===== src/rtl/spi_pkg.sv =====
// Shared definitions for the SPI register-write link: frame layout, register map
// and the controller state encoding.
package spi_pkg;

    localparam int FRAME_BITS     = 16;
    localparam int WRITE_FLAG_BIT = 15;

    localparam logic [6:0] ADDR_EN_OUT_7_0  = 7'd0;
    localparam logic [6:0] ADDR_EN_OUT_15_8 = 7'd1;
    localparam logic [6:0] ADDR_EN_PWM_7_0  = 7'd2;
    localparam logic [6:0] ADDR_EN_PWM_15_8 = 7'd3;
    localparam logic [6:0] ADDR_PWM_DUTY    = 7'd4;

    typedef enum logic [2:0] {
        ST_IDLE,
        ST_SETUP,
        ST_SHIFT,
        ST_HOLD,
        ST_GAP
    } spi_state_t;

    function automatic logic [FRAME_BITS-1:0] build_frame(input logic [6:0] addr,
                                                          input logic [7:0] data);
        logic [FRAME_BITS-1:0] f;
        f                 = '0;
        f[WRITE_FLAG_BIT] = 1'b1;
        f[14:8]           = addr;
        f[7:0]            = data;
        return f;
    endfunction

endpackage


===== src/rtl/spi_clk_div.sv =====
// Half-period tick generator: asserts tick once every HALF_PERIOD enabled cycles,
// realigned to a fresh full period by restart.
module spi_clk_div #(
    parameter int HALF_PERIOD = 4
) (
    input  logic clk,
    input  logic rst_n,
    input  logic en,
    input  logic restart,
    output logic tick
);

    localparam logic [7:0] RELOAD = 8'(HALF_PERIOD - 1);

    logic [7:0] cnt_q;

    assign tick = en && (cnt_q == 8'd0);

    always_ff @(posedge clk or negedge rst_n) begin
        if (!rst_n) begin
            cnt_q <= RELOAD;
        end else if (restart || tick) begin
            cnt_q <= RELOAD;
        end else if (en) begin
            cnt_q <= cnt_q - 8'd1;
        end
    end

endmodule


===== src/rtl/spi_controller.sv =====
// SPI mode-0 write initiator: accepts one register write per handshake and sends it
// as a 16-bit MSB-first frame framed by ncs.
//
// state | meaning
// IDLE  | ready for a request, ncs high, sclk low
// SETUP | ncs low, first bit on copi, waiting one half-period before the first rise
// SHIFT | sclk toggling every half-period, 16 bits clocked out
// HOLD  | sclk low, ncs still low for one half-period after the last fall
// GAP   | ncs high for GAP_CYCLES before the next request may be accepted
module spi_controller
    import spi_pkg::*;
#(
    parameter int HALF_PERIOD = 4,
    parameter int GAP_CYCLES  = 8
) (
    input  logic       clk,
    input  logic       rst_n,
    input  logic       req_valid,
    output logic       req_ready,
    input  logic [6:0] req_addr,
    input  logic [7:0] req_data,
    output logic       sclk,
    output logic       copi,
    output logic       ncs,
    output logic       busy,
    output logic       done
);

    spi_state_t            state_q, state_d;
    logic [FRAME_BITS-1:0] shift_q, shift_d;
    logic [4:0]            bit_cnt_q, bit_cnt_d;
    logic [7:0]            gap_cnt_q, gap_cnt_d;
    logic                  tail_q, tail_d;
    logic                  sclk_q, sclk_d;
    logic                  ncs_q, ncs_d;
    logic                  ready_q, ready_d;
    logic                  done_q, done_d;
    logic                  div_en, div_restart, tick;

    spi_clk_div #(
        .HALF_PERIOD(HALF_PERIOD)
    ) u_clk_div (
        .clk    (clk),
        .rst_n  (rst_n),
        .en     (div_en),
        .restart(div_restart),
        .tick   (tick)
    );

    always_ff @(posedge clk or negedge rst_n) begin
        if (!rst_n) begin
            state_q   <= ST_IDLE;
            shift_q   <= '0;
            bit_cnt_q <= '0;
            gap_cnt_q <= '0;
            tail_q    <= 1'b0;
            sclk_q    <= 1'b0;
            ncs_q     <= 1'b1;
            ready_q   <= 1'b1;
            done_q    <= 1'b0;
        end else begin
            state_q   <= state_d;
            shift_q   <= shift_d;
            bit_cnt_q <= bit_cnt_d;
            gap_cnt_q <= gap_cnt_d;
            tail_q    <= tail_d;
            sclk_q    <= sclk_d;
            ncs_q     <= ncs_d;
            ready_q   <= ready_d;
            done_q    <= done_d;
        end
    end

    always_comb begin
        state_d     = state_q;
        shift_d     = shift_q;
        bit_cnt_d   = bit_cnt_q;
        gap_cnt_d   = gap_cnt_q;
        tail_d      = tail_q;
        sclk_d      = sclk_q;
        ncs_d       = ncs_q;
        ready_d     = ready_q;
        done_d      = 1'b0;
        div_en      = (state_q == ST_SETUP) || (state_q == ST_SHIFT) || (state_q == ST_HOLD);
        div_restart = 1'b0;

        case (state_q)
            ST_IDLE: begin
                if (req_valid && ready_q) begin
                    state_d     = ST_SETUP;
                    shift_d     = build_frame(req_addr, req_data);
                    bit_cnt_d   = '0;
                    tail_d      = 1'b0;
                    ncs_d       = 1'b0;
                    sclk_d      = 1'b0;
                    ready_d     = 1'b0;
                    div_restart = 1'b1;
                end
            end
            ST_SETUP: begin
                if (tick) begin
                    state_d   = ST_SHIFT;
                    sclk_d    = 1'b1;
                    bit_cnt_d = bit_cnt_q + 5'd1;
                end
            end
            ST_SHIFT: begin
                if (tick) begin
                    if (!sclk_q) begin
                        sclk_d    = 1'b1;
                        bit_cnt_d = bit_cnt_q + 5'd1;
                    end else if (bit_cnt_q != 5'(FRAME_BITS)) begin
                        sclk_d  = 1'b0;
                        shift_d = {shift_q[FRAME_BITS-2:0], 1'b0};
                    end else if (!tail_q) begin
                        // last bit: sclk held high for one extra half-period
                        tail_d = 1'b1;
                    end else begin
                        sclk_d  = 1'b0;
                        state_d = ST_HOLD;
                    end
                end
            end
            ST_HOLD: begin
                if (tick) begin
                    state_d   = ST_GAP;
                    ncs_d     = 1'b1;
                    done_d    = 1'b1;
                    gap_cnt_d = 8'(GAP_CYCLES - 1);
                end
            end
            ST_GAP: begin
                if (gap_cnt_q == 8'd0) begin
                    state_d = ST_IDLE;
                    ready_d = 1'b1;
                end else begin
                    gap_cnt_d = gap_cnt_q - 8'd1;
                end
            end
            default: begin
                state_d = ST_IDLE;
                ncs_d   = 1'b1;
                sclk_d  = 1'b0;
                ready_d = 1'b1;
            end
        endcase
    end

    assign sclk      = sclk_q;
    assign copi      = shift_q[FRAME_BITS-1];
    assign ncs       = ncs_q;
    assign req_ready = ready_q;
    assign done      = done_q;
    assign busy      = (state_q != ST_IDLE);

endmodule


===== config.mk =====
export PLATFORM = sky130hd
export DESIGN_NAME = spi_controller
export DESIGN_NICKNAME = d
export VERILOG_FILES = /design/src/rtl/spi_pkg.sv /design/src/rtl/spi_clk_div.sv /design/src/rtl/spi_controller.sv
export SDC_FILE = /design/constraint.sdc
export NUM_CORES = 1
export LEC_CHECK = 0
export ABC_CLOCK_PERIOD_IN_PS = 1910
export CAP_MARGIN = 15
export CORE_MARGIN = 2
export CORE_UTILIZATION = 40
export DETAILED_ROUTE_END_ITERATION = 8
export PLACE_DENSITY = 0.65
export SYNTH_ARGS = -nofsm -noshare
export SYNTH_HDL_FRONTEND = slang
export SYNTH_SLANG_ARGS = --single-unit
export TNS_END_PERCENT = 10

===== constraint.sdc =====
create_clock -name clk -period 1.91 [get_ports clk]
set_clock_uncertainty 0.05 [all_clocks]
set_input_delay 0.2865 -clock clk [delete_from_list [all_inputs] [get_ports clk]]
set_output_delay 0.2865 -clock clk [all_outputs]
set_load 0.03 [all_outputs]

==> flow_metrics.py <==
metrics = {
    "layout": {
        "antenna_cells": 0,
        "fin_nets": 328,
        "regArea_sq_um": 1140,
        "design_area_sq_um": 3370,
        "drive_gt1_frac": 0.361,
        "multi_input_area_sq_um": 1340,
        "synthToLayoutAreaGrowth_pct": 32.5,
        "utilization": 0.539,
        "fillers": 563,
    },
    "cts": {
        "clk_latency_ns": 0.29,
        "cts_made_buffers": 5,
        "h-tree-depth": 2,
        "clkTransAtPathRegs_ns": 0.08,
        "cts_buffer_depth": 2,
        "cts_root_buf": "clkbuf_8",
        "cts_tree": "done",
        "cts_sinks": 45,
    },
    "power_and_ir_drop": {
        "p_sw_frac": 0.210,
        "leakage_uw": 0.00146,
        "p_per_area_nw_per_um2": 474,
        "peakVddDrop_v": 0.000402,
        "p_clk_frac": 0.354,
        "combPwrFrac": 0.050,
        "power.total_uw": 1600,
        "switchingPower_uw": 335,
        "p_int_uw": 1260,
        "power_frac_seq": 0.596,
    },
    "yosys": {
        "synth-edff-count": 0,
        "synth.area.top_cells": "dfrtp_1, mux2_2, dfstp_2",
        "synthFlopType": "dfrtp_1",
        "syn_inst": 235,
        "synthArstFlopShare": 1.00,
        "syn-cell-area_sq_um": 2540,
        "synth_top_area_frac": 0.404,
        "syn_nets": 259,
        "synth_area_per_cell_sq_um": 10.8,
        "yosysUniqueCellTypes": 55,
        "yosys_warnings": 0,
        "ys_seq_area_frac": 0.445,
        "ys_seq_elements": 45,
        "yosys.area.top_type": "dfrtp_1",
    },
    "global_route": {
        "track_usage": 0.159,
        "grt_max_degree": 46,
        "grt_pass1_wl_um": 9140,
        "grt_pass1_vias": 1977,
        "antenna_found_initial": 0,
        "overflow": 0,
    },
    "setup_path": {
        "cp.required_ns": 2.04,
        "start_kind": "flip-flop",
        "end_kind": "flip-flop",
        "r2r-end": "shift_q[7]",
        "ff2ff_path_depth": 6,
        "cp.arrival_ns": 2.09,
        "rrSetupSlack_ns": -0.05,
        "crit_type": "reg -> reg",
        "crit_fanout": 16,
        "rr_startpoint": "state_q[1]",
    },
    "sta": {
        "setup_violations": 14,
        "finalCritPeriodShare": 1.03,
        "fmax_mhz": 509,
        "hold_violations": 0,
        "fin_ws_ns": -0.0537,
        "tightest_slew_ns": 0.440,
        "setup_total_negative_slack_ns": -0.638,
        "rsz0062_at_grt": "true",
        "slew_violations": 0,
        "finalCriticalPeriod_ns": 1.96,
        "slew_headroom": 0.703,
    },
    "floorplan": {
        "die_area_sq_um": 7000,
        "die_y_um": 83.7,
        "rows": 29,
        "io_pins": 24,
        "die_x_um": 83.7,
        "core_area_sq_um": 6240,
        "start_util": 0.407,
    },
    "drt": {
        "drt-total-wl_um": 5200,
        "wl_per_cell_um": 13.6,
        "num_vias": 1981,
        "dr.pass1.iters": 4,
        "via_per_inst": 5.19,
        "drt_iter0_markers": 60,
        "drc": 0,
        "antenna_left": 0,
    },
    "hold_path": {
        "holdCritPathClass": "in -> async",
    },
    "job": {
        "drv_cap": 0,
    },
    "status": {
        "run_status": "complete, but fails checks",
        "failed_checks": "setup timing",
    },
    "placed_design": {
        "placed_area_sq_um": 3190,
        "place_hpwl_um": 3790,
        "portBuffers": 23,
        "gp_congestion": 0.850,
    },
}
[kinds of logic after synthesis]
| logic type | Yosys count | synth area share |
|---|---|---|
| AO/OA/AOI/OAI | 44 | 0.131 |
| adder cells (fa/ha/maj) | 6 | 0.0296 |
| XOR/XNOR | 8 | 0.0276 |
| buffers and inverters | 23 | 0.0419 |
| flip-flops | 45 | 0.445 |
| AND/OR/NAND/NOR | 79 | 0.192 |
| multiplexers | 30 | 0.133 |
[cell usage after synthesis, types with 2 or more instances]
master / instances
a211o_1: 2
a21boi_0: 2
a21oi_1: 10
buf_2: 7
clkbuf_1: 3
dfrtp_1: 41
dfstp_2: 4
ha_1: 6
inv_1: 11
mux2_2: 29
nand2_1: 9
nand2b_1: 5
nand3_1: 12
nand3b_1: 3
nand4_1: 7
nor2_1: 17
nor3_1: 2
o211ai_1: 3
o21ai_0: 7
o21bai_1: 2
o221ai_1: 2
o31ai_1: 4
o32ai_1: 2
or2_2: 2
or3_1: 3
or4_1: 5
xnor2_1: 2
xor2_1: 6
[power groups by stage]
stage	clock (uW)	sequential (uW)	combinational, uW
floorplan	0	971	15.7
global placement	0	971	79.1
detailed placement	0	971	79.7
CTS	578	952	81.9
global route	625	952	87.6
finish	565	952	79.3
[per-stage QoR]
step | std cells | hold slack (ns) | setup WS (ns)
after global placement | 370 | 0.240 | -0.156
after global routing | 382 | 0.473 | -0.133
after floorplan | 235 | -0.0591 | -0.0702
final | 382 | 0.444 | -0.0537
after CTS | 381 | 0.461 | -0.0440
after detailed placement | 370 | 0.236 | -0.202
[worst max-delay path, cell delays in order (launching register included)]
cell	delay (ns)
dfrtp_2	0.46
buf_12	0.15
nand3b_1	0.18
a211o_1	0.31
a31oi_4	0.18
buf_12	0.17
mux2_2	0.34
[state kept, by name (all words and copies together) (netlist names)]
register,flops
shift_q,16
done,1
u_clk_div.cnt_q,8
tail_q,1
ncs,1
req_ready,1
state_q,3
gap_cnt_q,8
bit_cnt_q,5
sclk,1
[cells in the final DEF, fill, tap and decap left out, drive strengths merged, types with 2 or more instances in the layout]
cell and count:
nor3b 2, or2 3, dfrtp 41, clkdlybuf4s50 20, buf 51, or3b 2
nor3 3, o211ai 3, o21bai 2, a211o 2, a21oi 10, nand2b 5
o21ai 7, o31ai 5, o221ai 2, nand2 9, clkbuf 8, nand3 12
mux2 29, xnor2 2, o32ai 2, nor2 17, xor2 6, nand4 7
nor4 2, or4 6, or3 3, inv 11, dfstp 4, ha 6
nand3b 3, a21boi 2
[worst max path at each step]
stage,from,end,cells past startpoint
final,state_q[1],shift_q[7],6
after global routing,u_clk_div.cnt_q[1],shift_q[14],7
after CTS,state_q[1],shift_q[7],6
after detailed placement,req_valid,shift_q[8],6
after global placement,req_valid,shift_q[2],6
after floorplan,req_ready,shift_q[10],5
[cell type report]
class,instances,area share
Clock buffer,8,0.0238
Tap cell,77,0.0286
Sequential cell,45,0.338
Multi-Input combinational cell,167,0.399
Inverter,11,0.0123
Timing Repair Buffer,74,0.199
[metal layers]
metal,part of all wire,track usage,up-vias,wire (um)
met2,0.46,0.251,31,2370
met4,0.010,0.0528,0,53
li1,-,-,999,-
met1,0.50,0.225,947,2600
met5,0,0,-,0
met3,0.034,0.0267,4,177
[repair_timing]
action / 4_1_cts / 5_1_grt
endpoints found under the setup margin: 24 / 35
endpoints found under the hold margin: 41 / 0
pin swaps: 3 / 3
hold buffers: 1 / 0
buffers inserted: 2 / 1
resized for setup: 8 / 9
Power figures use the tool's default switching activity.
==> RTL change 1: new RTL, same flow settings <==
`shift_q` no longer has a reset.
--- a/src/rtl/spi_controller.sv
+++ b/src/rtl/spi_controller.sv
@@ -52,3 +52,2 @@
             state_q   <= ST_IDLE;
-            shift_q   <= '0;
             bit_cnt_q <= '0;
@@ -62,3 +61,2 @@
             state_q   <= state_d;
-            shift_q   <= shift_d;
             bit_cnt_q <= bit_cnt_d;
@@ -71,2 +69,6 @@
         end
+    end
+
+    always_ff @(posedge clk) begin
+        shift_q <= shift_d;
     end
Check against the original RTL: not equivalent (a bounded check fails within 4 cycles, from zero or initial values and one cycle with rst_n low).
==> RTL change 1 against the unedited design <==
  * First-iteration DRC count rose by 70%
  * Sequential cell count stayed put
  * Power increased by 10%
  * Area after synthesis fell by 10%
  * Non-clock buffer count shrank 13
  * Setup slack worse by 20 ps
  * Wire length down 6.4%
  * Global-route usage up 0.24 points
  * Critical path depth grew 1
  * The flow still finishes with violations (negative setup slack)
  * Utilization increased by 2.5 points
  * Via count shrank 12%
  * Design area fell by 7.7%
==> RTL change 1: results (changes against the unedited design) <==
| Metric | Value |
|---|---|
| Met2 Use GR | 27.7% (+2.6 points) |
| P_leak | 1.31 nW (-10%) |
| Top cells by instance count after synthesis | nor2_1, dfrtp_1, edfxtp_1 |
| Placed cell area | 0.00290 mm2 (-9.2%) |
| Wire per inst | 14.4 um (+5.8%) |
| CP max-delay cell | or4_1 |
| Layout Nets | 289 (-12%) |
| Initial DRC Count | 102 (+70%) |
| GP Congestion | 0.881 (+3.6%) |
| Worst setup margin | -74.0 ps (-20.3 ps) |
| Slew headroom | 67.4% (-2.8 points) |
| Final Non-Filler Cells | 338 (-12%) |
| M3 GR Usage | 3.51% (+0.84 points) |
| Placed Instances | 328 (-11%) |
| Cell family with most CP delay | simple AND/OR/NAND/NOR gates |
| Mapped Nets | 227 (-12%) |
| Vias in the first global route | 1737 (-12%) |
| Synth Instances | 203 (-14%) |
| Worst Path Arrival | 2170 ps (+80 ps) |
| VDD IR max | 422 uV (+5.2%) |
| Sequential power share | 56.3% (-3.3 points) |
| Net Switching | 351 uW (+4.6%) |
| GR Util met1 | 19.9% (-2.6 points) |
| R2R depth | 7 (+1) |
| Met2 routed WL | 2570 um (+8.2%) |
| Wire length on met3 | 163 um (-7.9%) |
| Largest net degree at the start of global routing | 30 (-35%) |
| Sequential element share of the synthesized area | 53.1% (+8.5 points) |
| Overall Global Routing Usage | 16.2% (+0.24 points) |
| Clk power | 718 uW (+27%) |
| Routed length on met1 | 2070 um (-20%) |
| CP Max Fanout | 6 (-10) |
| Failing checks | negative setup slack |
| Layout cells sized above 1 | 34.2% (-1.9 points) |
| Yosys cell types | 46 (-16%) |
| CP peak stage delay | 480 ps (+20 ps) |
| Design Power | 1.76 mW (+10%) |
| Synth area leaders | dfrtp_1, edfxtp_1, mux2_2 |
| Final setup violation count | 22 (+8) |
| Outcome | finished with violations |
| Clock Latency Late Sink | 310 ps (+20 ps) |
| First-pass GRT wire length | 7820 um (-14%) |
| Critical R2R Launch | u_clk_div.cnt_q[0] |
| Fmax | 504 MHz (-1.0%) |
| Post-synth ARST share | 64.4% (-36 points) |
| Setup tns final | -927 ps (-289 ps) |
==> RTL change 1: cell count changes after synthesis, sizes merged, moves of 4 or more <==
cell	unedited run	this run
a2111oi	0	4
buf	9	4
dfrtp	41	25
edfxtp	0	16
mux2	29	15
nand2	9	14
nand3	12	5
nand4	7	1
nor2	17	26
or4	6	2
xnor2	2	6
==> RTL change 1: timing repair <==
action | CTS | global route
setup endpoints to repair | 24 | 31
cloned | 0 | 0
pin swaps | 3 | 4
resized for setup | 10 | 10
setup buffers | 1 | 1
==> RTL change 1: area by class of cell <==
cell class	instances	area, um2
tap	72	90.1
sequential	45	1210
fill	480	2400
clock buffer	5	68.8
timing repair buffer	61	541
clock inverter	3	41.3
inverter	10	37.5
multi-input combinational	142	1120
==> RTL change 1: worst reg2reg max path, stage by stage (launching register included) <==
cell and delay [ps]:
dfstp_2 380, inv_2 70, ha_4 120, nor3b_4 300, a2111oi_2 130, a211o_1 310
or4_1 480, o21ai_1 80
==> RTL change 1: cells by family after synthesis <==
family	after synthesis	synth area share, %
flip-flops	45	53.1
AO/OA/AOI/OAI	36	11.3
multiplexers	16	7.84
AND/OR/NAND/NOR	70	16.2
adder cells (fa/ha/maj)	6	3.29
XOR/XNOR	14	5.37
buffers and inverters	16	2.96
==> RTL change 1: worst min-delay path by stage <==
stage / start / endpoint / slack, ps
after floorplan: rst_n / bit_cnt_q[0] / -60
after global placement: bit_cnt_q[2] / bit_cnt_q[2] / 440
after detailed placement: bit_cnt_q[2] / bit_cnt_q[2] / 440
after CTS: rst_n / u_clk_div.cnt_q[6] / 330
after global routing: rst_n / gap_cnt_q[6] / 350
final: rst_n / gap_cnt_q[2] / 310
==> RTL change 2: new RTL, same flow settings <==
Without the edit above. Change the package constant `FRAME_BITS` from 16 to 32.
--- a/src/rtl/spi_pkg.sv
+++ b/src/rtl/spi_pkg.sv
@@ -4,3 +4,3 @@
 
-    localparam int FRAME_BITS     = 16;
+    localparam int FRAME_BITS     = 32;
     localparam int WRITE_FLAG_BIT = 15;
Function: changed (Yosys sat finds a counterexample within 4 cycles, from zero or initial values and one cycle with rst_n low).
==> RTL change 2 against the unedited design <==
  * Area after synthesis up 40%
  * Design area up 37%
  * Sequential cell count up 16
  * Worst hold slack worse by 88 ps
  * Sequential power up 36%
  * Utilization down 0.42 points
  * Die area up 37%
  * Setup slack better by 66 ps
  * Maximum frequency up 3.5%
  * Critical path depth down 3
  * Power up 67%
  * Wire length up 55%
==> RTL change 2: results (changes against the unedited design) <==
| Metric | Value |
|---|---|
| First-pass GRT wire length | 14200 um (+55%) |
| Multiplexer share of the synthesized area | 4.87% (-8.4 points) |
| Placed cell area | 0.00423 mm2 (+32%) |
| H-Tree Depth | 3 (+1) |
| Top Metal Used | met4 |
| Layout Nets | 450 (+37%) |
| R2r setup slk | 20 ps (+70 ps) |
| Initial DRC Count | 140 (+130%) |
| Synth Area in XOR/XNOR | 2.22% (-0.53 points) |
| Sequential element share of the synthesized area | 43.2% (-1.3 points) |
| Yosys cell types | 60 (+9.1%) |
| Outcome | finished, final reports clean |
| Clock Latency Late Sink | 340 ps (+50 ps) |
| Wire per inst | 14.9 um (+9.5%) |
| Top cells by instance count after synthesis | dfrtp_1, nor2_1, nand2_1 |
| Initial antenna violation count | 0 (unchanged) |
| TritonRoute pass-1 iters | 4 (unchanged) |
| Met2 routed WL | 3970 um (+68%) |
| Root Buffer Master | clkbuf_8 |
| Reg-to-reg endpoint | shift_q[3] |
| CP max-delay cell | dfrtp_1 |
| Via count | 3016 (+52%) |
| Compound-gate portion of the synthesized area | 16.7% (+3.6 points) |
| Post-Synth Adder-Cell Area | 2.12% (-0.84 points) |
| Detailed Place HPWL | 5550 um (+46%) |
| Synth area leaders | dfrtp_1, mux2i_1, a211oi_2 |
| Mapped Area | 0.00354 mm2 (+40%) |
| CP Max Fanout | 10 (-6) |
| VDD IR max | 304 uV (-24%) |
| Post-synth ARST share | 100% (unchanged) |
| Routed length on met1 | 3770 um (+45%) |
| Critical R2R Launch | u_clk_div.cnt_q[6] |
| Capture point of the worst path | busy |
| Mapped Nets | 393 (+52%) |
| P_leak | 1.95 nW (+33%) |
| Crit path from | state_q[2] |
| Worst Path Arrival | 1560 ps (-530 ps) |
| Wire length on met3 | 171 um (-3.4%) |
| Largest regs | shift_q: 32 flops, gap_cnt_q: 8 flops, u_clk_div.cnt_q: 8 flops |
| Slew headroom | 71.4% (+1.2 points) |
| GP Congestion | 0.754 (-11%) |
| Layout cells sized above 1 | 29.5% (-6.6 points) |
| R2R depth | 5 (-1) |
| Clk slew on worst S/H paths | 70 ps |
| Overall Global Routing Usage | 18.0% (+2.0 points) |
| CTS buffer count | 9 (+4) |
| CP peak stage delay | 400 ps (-60 ps) |
| Largest net degree at the start of global routing | 45 (-2.2%) |
| Cell family with most CP delay | buffers and inverters |
RTL change 2: changes by cell type in the layout (fill, tap and decap cells not counted), moves of 13 or more:
cell,delta
dfrtp_1,+20
mux2_2,-25
mux2i_1,+14
nand2_1,+18
o211ai_1,+13
RTL change 2: kinds of logic (layout without fill, tap and decap cells):
| kind of cell | after synthesis | count (layout) |
|---|---|---|
| fa+ha+maj | 6 | 6 |
| compound gates | 74 | 74 |
| xor+xnor | 9 | 9 |
| buf+inv | 43 | 105 |
| flops | 61 | 61 |
| simple gates | 159 | 159 |
| mux | 17 | 17 |
RTL change 2: report_power, final:
part / total, mW / internal (mW) / switching, mW / leakage, nW
Sequential: 1.29 / 1.29 / 0.000297 / 0.652
Combinational: 0.0812 / 0.0449 / 0.0363 / 1.18
Clock: 1.29 / 0.767 / 0.523 / 0.112
Total: 2.66 / 2.10 / 0.559 / 1.95
RTL change 2: area by class of cell:
type                       instances  area, um2
clock inverter                     6       86.3
timing repair buffer              78        717
clock buffer                      10        138
sequential                        61       1530
tap                              108        135
inverter                          11       41.3
multi-input combinational        265       1970
fill                             752       4020
RTL change 2: through the flow:
stage / utilization (%) / setup WS [ps] / TNS, ps / instances
floorplan: - / -22.9 / -325 / 369
global placement: 48.9 / -104 / -1750 / 521
detailed placement: 48.9 / -170 / -2850 / 521
CTS: 52.3 / -15.1 / -35.3 / 539
global route: 53.5 / -89.3 / -2010 / 539
finish: 53.5 / 12.0 / 0 / 539
RTL change 2: repair_timing:
action	CTS	global route
pin swaps	4	6
endpoints found under the hold margin	13	0
buffers inserted	1	1
hold buffers	1	0
gates cloned	0	0
resized for setup	15	24
setup endpoints to repair	43	49
RTL change 2: worst min path at each step:
stage	from	endpoint	slack, ps
after floorplan	rst_n	bit_cnt_q[0]	-60
after global placement	rst_n	gap_cnt_q[6]	200
after detailed placement	rst_n	gap_cnt_q[6]	200
after CTS	rst_n	gap_cnt_q[6]	370
after global routing	rst_n	gap_cnt_q[6]	400
final	rst_n	gap_cnt_q[6]	360
RTL change 2: routing by layer:
layer / up-vias / track usage, %
met5: - / 0
met4: 0 / 7.80
met3: 10 / 2.43
met2: 37 / 29.9
met1: 1487 / 23.5
li1: 1482 / -
